<file path="config.mk">
export PLATFORM = sky130hd
export DESIGN_NAME = laser_fire_ctrl
export DESIGN_NICKNAME = d
export VERILOG_FILES = /design/src/rtl/laser_fire_ctrl.sv
export SDC_FILE = /design/constraint.sdc
export NUM_CORES = 1
export LEC_CHECK = 0
export ABC_AREA = 1
export CELL_PAD_IN_SITES_DETAIL_PLACEMENT = 1
export CELL_PAD_IN_SITES_GLOBAL_PLACEMENT = 1
export CORE_MARGIN = 4
export CORE_UTILIZATION = 38
export CTS_CLUSTER_SIZE = 8
export DETAILED_ROUTE_END_ITERATION = 8
export PLACE_DENSITY_LB_ADDON = 0.1
export SLEW_MARGIN = 20
export SYNTH_ARGS = -nofsm -noshare
export SYNTH_HDL_FRONTEND = slang
export SYNTH_SLANG_ARGS = --single-unit
</file>
<file path="constraint.sdc">
create_clock -name clk -period 1.85 [get_ports clk]
set_input_delay 0.37 -clock clk [delete_from_list [all_inputs] [get_ports clk]]
set_output_delay 0.37 -clock clk [all_outputs]
set_load 0.1 [all_outputs]
</file>
<file path="src/rtl/laser_fire_ctrl.sv">
// Laser burst sequencer: warm-up, burst limit, cooldown and energy/overheat lockout.
// All state advances on frame_tick; laser anchor tracks the player each tick.
module laser_fire_ctrl #(
    parameter int unsigned WARMUP_FRAMES   = 4,
    parameter int unsigned MAX_FIRE_FRAMES = 120,
    parameter int unsigned COOLDOWN_FRAMES = 30,
    parameter int unsigned ENERGY_MAX      = 255,
    parameter int unsigned DRAIN           = 2,
    parameter int unsigned RECHARGE        = 1,
    parameter int unsigned FIRE_MIN        = 32,
    parameter int unsigned X_OFFSET        = 7,
    parameter int unsigned Y_OFFSET        = 1,
    parameter int unsigned MAX_X           = 384,
    parameter int unsigned RESET_X         = 192,
    parameter int unsigned RESET_Y         = 399
) (
    input  logic       clk,
    input  logic       reset,
    input  logic       frame_tick,
    input  logic       fire_btn,
    input  logic       player_alive,
    input  logic [9:0] player_x,
    input  logic [9:0] player_y,
    output logic       laser_active,
    output logic [9:0] laser_x,
    output logic [9:0] laser_y,
    output logic [7:0] energy,
    output logic       overheat,
    output logic       fire_start
);

    typedef enum logic [2:0] {
        StIdle,
        StWarmup,
        StFiring,
        StCooldown,
        StOverheat
    } state_e;

    localparam logic signed [10:0] XLimit = 11'(MAX_X - 16);

    state_e      state;
    logic [15:0] cnt;

    logic [8:0]         energy_add;
    logic [8:0]         energy_sub;
    logic [7:0]         energy_rech;
    logic [7:0]         energy_drain;
    logic               energy_full;
    logic signed [10:0] dx;
    logic signed [10:0] dy;
    logic [9:0]         x_next;
    logic [9:0]         y_next;

    // 9-bit energy arithmetic, saturated at both ends
    assign energy_add   = {1'b0, energy} + 9'(RECHARGE);
    assign energy_sub   = {1'b0, energy} - 9'(DRAIN);
    assign energy_rech  = (energy_add > 9'(ENERGY_MAX)) ? 8'(ENERGY_MAX) : energy_add[7:0];
    assign energy_drain = energy_sub[8] ? 8'd0 : energy_sub[7:0];
    assign energy_full  = (energy == 8'(ENERGY_MAX));

    assign dx = signed'({1'b0, player_x}) - signed'(11'(X_OFFSET));
    assign dy = signed'({1'b0, player_y}) - signed'(11'(Y_OFFSET));

    always_comb begin
        x_next = dx[9:0];
        if (dx < 0) begin
            x_next = '0;
        end else if (dx > XLimit) begin
            x_next = XLimit[9:0];
        end
        y_next = (dy < 0) ? 10'd0 : dy[9:0];
    end

    assign laser_active = (state == StFiring);
    assign overheat     = (state == StOverheat);

    always_ff @(posedge clk or negedge reset) begin
        if (!reset) begin
            state      <= StIdle;
            cnt        <= '0;
            energy     <= 8'(ENERGY_MAX);
            laser_x    <= 10'(RESET_X);
            laser_y    <= 10'(RESET_Y);
            fire_start <= 1'b0;
        end else begin
            fire_start <= 1'b0;
            if (frame_tick) begin
                laser_x <= x_next;
                laser_y <= y_next;
                unique case (state)
                    StIdle: begin
                        energy <= energy_rech;
                        if (fire_btn && player_alive && energy >= 8'(FIRE_MIN)) begin
                            state <= StWarmup;
                            cnt   <= '0;
                        end
                    end
                    StWarmup: begin
                        if (!fire_btn || !player_alive) begin
                            state <= StIdle;
                            cnt   <= '0;
                        end else if (cnt == 16'(WARMUP_FRAMES - 1)) begin
                            state      <= StFiring;
                            cnt        <= '0;
                            fire_start <= 1'b1;
                        end else begin
                            cnt <= cnt + 16'd1;
                        end
                    end
                    StFiring: begin
                        if (!player_alive || !fire_btn) begin
                            state <= StCooldown;
                            cnt   <= '0;
                        end else if (energy <= 8'(DRAIN)) begin
                            energy <= '0;
                            state  <= StOverheat;
                            cnt    <= '0;
                        end else begin
                            energy <= energy_drain;
                            if (cnt == 16'(MAX_FIRE_FRAMES - 1)) begin
                                state <= StCooldown;
                                cnt   <= '0;
                            end else begin
                                cnt <= cnt + 16'd1;
                            end
                        end
                    end
                    StCooldown: begin
                        if (cnt == 16'(COOLDOWN_FRAMES - 1)) begin
                            state <= StIdle;
                            cnt   <= '0;
                        end else begin
                            cnt <= cnt + 16'd1;
                        end
                    end
                    StOverheat: begin
                        energy <= energy_rech;
                        // exit only once energy was already full and the trigger is let go
                        if (energy_full && !fire_btn) begin
                            state <= StIdle;
                            cnt   <= '0;
                        end
                    end
                    default: begin
                        state <= StIdle;
                        cnt   <= '0;
                    end
                endcase
            end
        end
    end

endmodule

</file>
==> results_dict.tcl <==
set metrics [dict create \
    die_x_um 99.3 \
    power_switching_w 0.00321 \
    cp-end-kind "flip-flop" \
    synth_nets 474 \
    htreeDepth 2 \
    ant_nets 0 \
    finalCritPeriodShare_pct 109 \
    routed-via-count 3347 \
    grt_pass1_vias 3807 \
    ys_seq_elements 48 \
    cts.path.max_buffers 2 \
    syn_avg_cell_area_sq_um 7.21 \
    die-area_sq_um 9850 \
    vias_per_cell 5.06 \
    fin_cells 661 \
    synth-xor-area-share_pct 5.26 \
    comb_power_share_pct 64.9 \
    drt-pass1-iter-count 4 \
    critPathMaxFanout 7 \
    fin_util_pct 60.9 \
    drv_slew 0 \
    ys_seq_area_share_pct 38.6 \
    top_usage_layer "met2" \
    pwr-share-clk_pct 10.8 \
    cts-root-buf "clkbuf_8" \
    grt_max_degree 49 \
    period_minus_slack_ns 2.02 \
    hpwlAfterDp_um 7450 \
    fin_setup_tns_ns -3.01 \
    clock-sinks 48 \
    cts_tree "built" \
    layout.cells.most_common_list "nand2_1 (101), buf_4 (57), nor2_1 (49), inv_1 (47)" \
    start_util_pct 38.7 \
    grt_pass1_wl_um 17200 \
    synthSimpleGateAreaFrac_pct 33.3 \
    cp.buffers_inverters 1 \
    antenna_cells 0 \
    grtUsageMet2_pct 38.9 \
    intPower_w 0.00322 \
    yosys_warnings 0 \
    clock_skew_ns 0.00810 \
    path_delay_family "simple AND/OR/NAND/NOR gates" \
    cpMaxStageDelayCell "dfstp_4" \
    postCtsHoldBufs 0 \
    worst_pin_slew_ns 0.369 \
    synth_edf_count 0 \
    die_y_um 99.3 \
    finalHoldViolCount 0 \
    gr-total-overflow 0 \
    rsz0062_at_grt "true" \
    critPathKind "flip-flop to flip-flop" \
    fin_nets 590 \
    p_per_area_nw_per_um2 1290 \
    setup_violations 26 \
    critPathMaxStageDelay_ns 0.68 \
    clk_latency_ns 0.31 \
    gp_congestion 0.848 \
    layout-drive-gt1-share_pct 34.2 \
    async_flop_share_pct 100 \
    hp-class "input port to async pin" \
    synth_ff_type "dfrtp_1" \
    status "complete, but fails checks" \
    p_leak_nw 2.31 \
    route.detailed.drc 0 \
    p_seq_share_pct 24.4 \
    maxSlewHeadroom_pct 75.2 \
    max_cap_viol_count 0 \
    rows 33 \
    grtUsageMet3_pct 4.70 \
    numCtsBuffers 5 \
    syn2layout_area_growth_pct 57.4 \
    antenna_found_initial 0 \
    yosysUniqueCellTypes 37 \
    met1_usage_pct 24.7 \
    io-pin-count 56 \
    violations "negative setup slack" \
    synth-compound-area-share_pct 9.57 \
    io_buffer_count 55 \
    layout_commonest_cell "nand2_1" \
    track_usage_pct 21.0 \
    clkSlewWorstSetupHoldPaths_ns 0.10 \
    yosys.area_share.adder_pct 3.95 \
    wl_per_cell_um 15.7 \
    critical_path_required_ns 2.09 \
    core_sq_um 8180 \
    setup_ws_ns -0.168 \
    worstPathCellList "ha_4, inv_4, nand2_1, nand2_1, nor2_1, nand3_1, nor2_2, nand3_4, nand2_1, nor2_1, o21ai_1" \
    synthMuxAreaShare_pct 0 \
    synthCells 439 \
    cpMostUsedCell "nand2_1" \
    placed_cells 645 \
    synth_area_sq_um 3160 \
    worst_ir_drop_vdd_v 0.000557 \
    swShare_pct 49.8 \
    synth_top_family_by_area "simple AND/OR/NAND/NOR gates" \
    cp-start-kind "flip-flop" \
    drt_iter0_markers 84 \
    cp_data_arrival_time_ns 2.25 \
    fmax_ghz 0.496 \
    routed_wl_um 10400 \
]
## cell type report
class	instances	area, sq um
timing repair buffer	114	1320
clock inverter	1	8.76
inverter	58	235
clock buffer	7	86.3
tap	105	131
sequential	48	1240
multi-input combinational	327	1950
fill	988	3190
timing repair inverter	1	6.26
## cells in the mapped netlist, types with 2 or more instances
library cell / number / area (sq um)
o22ai_1: 2 / 12.5
nor3_1: 11 / 55.1
clkinv_1: 2 / 7.51
xnor2_1: 4 / 35.0
nand3b_1: 3 / 22.5
dfrtp_1: 32 / 801
a21oi_1: 11 / 55.1
o21ai_1: 7 / 35.0
nand2_1: 116 / 435
inv_4: 3 / 18.8
ha_1: 10 / 125
nor2_1: 58 / 218
nand3_1: 35 / 175
o21ai_0: 31 / 155
nand3_4: 2 / 35.0
nand4_1: 5 / 31.3
inv_1: 53 / 199
a31oi_1: 2 / 12.5
xor2_1: 15 / 131
buf_2: 3 / 15.0
nor2_2: 3 / 18.8
dfstp_2: 16 / 420
## power groups by stage
stage          clock network [W]  registers, W  logic (W)
2_1_floorplan                  0       0.00245    0.00131
3_3_place_gp                   0       0.00158    0.00346
3_5_place_dp                   0       0.00159    0.00355
4_1_cts                 0.000704       0.00157    0.00389
5_1_grt                 0.000757       0.00159    0.00445
6_report                0.000692       0.00157    0.00417
## stage by stage
stage	total power [W]	hold WS (ns)	instance area [sq um]	worst slack [ns]
2_1_floorplan	0.00376	0.0744	3240	-0.0963
3_3_place_gp	0.00503	0.384	4560	-0.228
3_5_place_dp	0.00515	0.385	4560	-0.295
4_1_cts	0.00617	0.0499	4810	-0.0816
5_1_grt	0.00680	0.0477	4980	-0.272
6_report	0.00643	0.0374	4980	-0.168
## logic make-up (layout without fill, tap and decap cells)
family                   count (synthesis)  after routing
AND/OR/NAND/NOR                        240            241
flip-flops                              48             48
AO/OA/AOI/OAI                           57             57
buffers and inverters                   65            181
XOR/XNOR                                19             19
adder cells (fa/ha/maj)                 10             10
## final timing paths
check,start,end,slack (ns),cells after the start
worst max register to register,energy[1],energy[0],-0.17,11
worst min-delay path,reset,cnt[0],0.04,2
min in group clk,player_x[0],laser_x[0],0.43,3
worst max-delay path,energy[1],energy[0],-0.17,11
max in group asynchronous,reset,laser_y[2],1.51,2
worst min register to register,laser_x[6],laser_x[6],0.51,2
## sequential cells by signal, summed over array words and instances, names as in the netlist
signal,cells
laser_y,10
state,3
laser_x,10
energy,8
cnt,16
fire_start,1
## routing by layer
layer | part of all wire, % | wire length (um)
met1 | 42 | 4340
met2 | 52 | 5430
met3 | 4.5 | 471
met4 | 1.4 | 146
met5 | 0 | 0
## timing repair
| item | 4_1_cts | 5_1_grt |
|---|---|---|
| gates resized for setup | 27 | 51 |
| pin swaps | 13 | 13 |
| setup buffers | 6 | 0 |
| gates cloned | 2 | 0 |
| setup endpoints to repair | 24 | 37 |
## worst register-to-register path: cells and delay by family, from the launching register on
kind	cells	cell delay, ns
DFF	1	0.68
and+or+nand+nor	8	0.91
buffers and inverters	1	0.05
AOI/OAI and AO/OA	1	0.15
adders and majority gates	1	0.18
(Power assumes the default switching activity.)
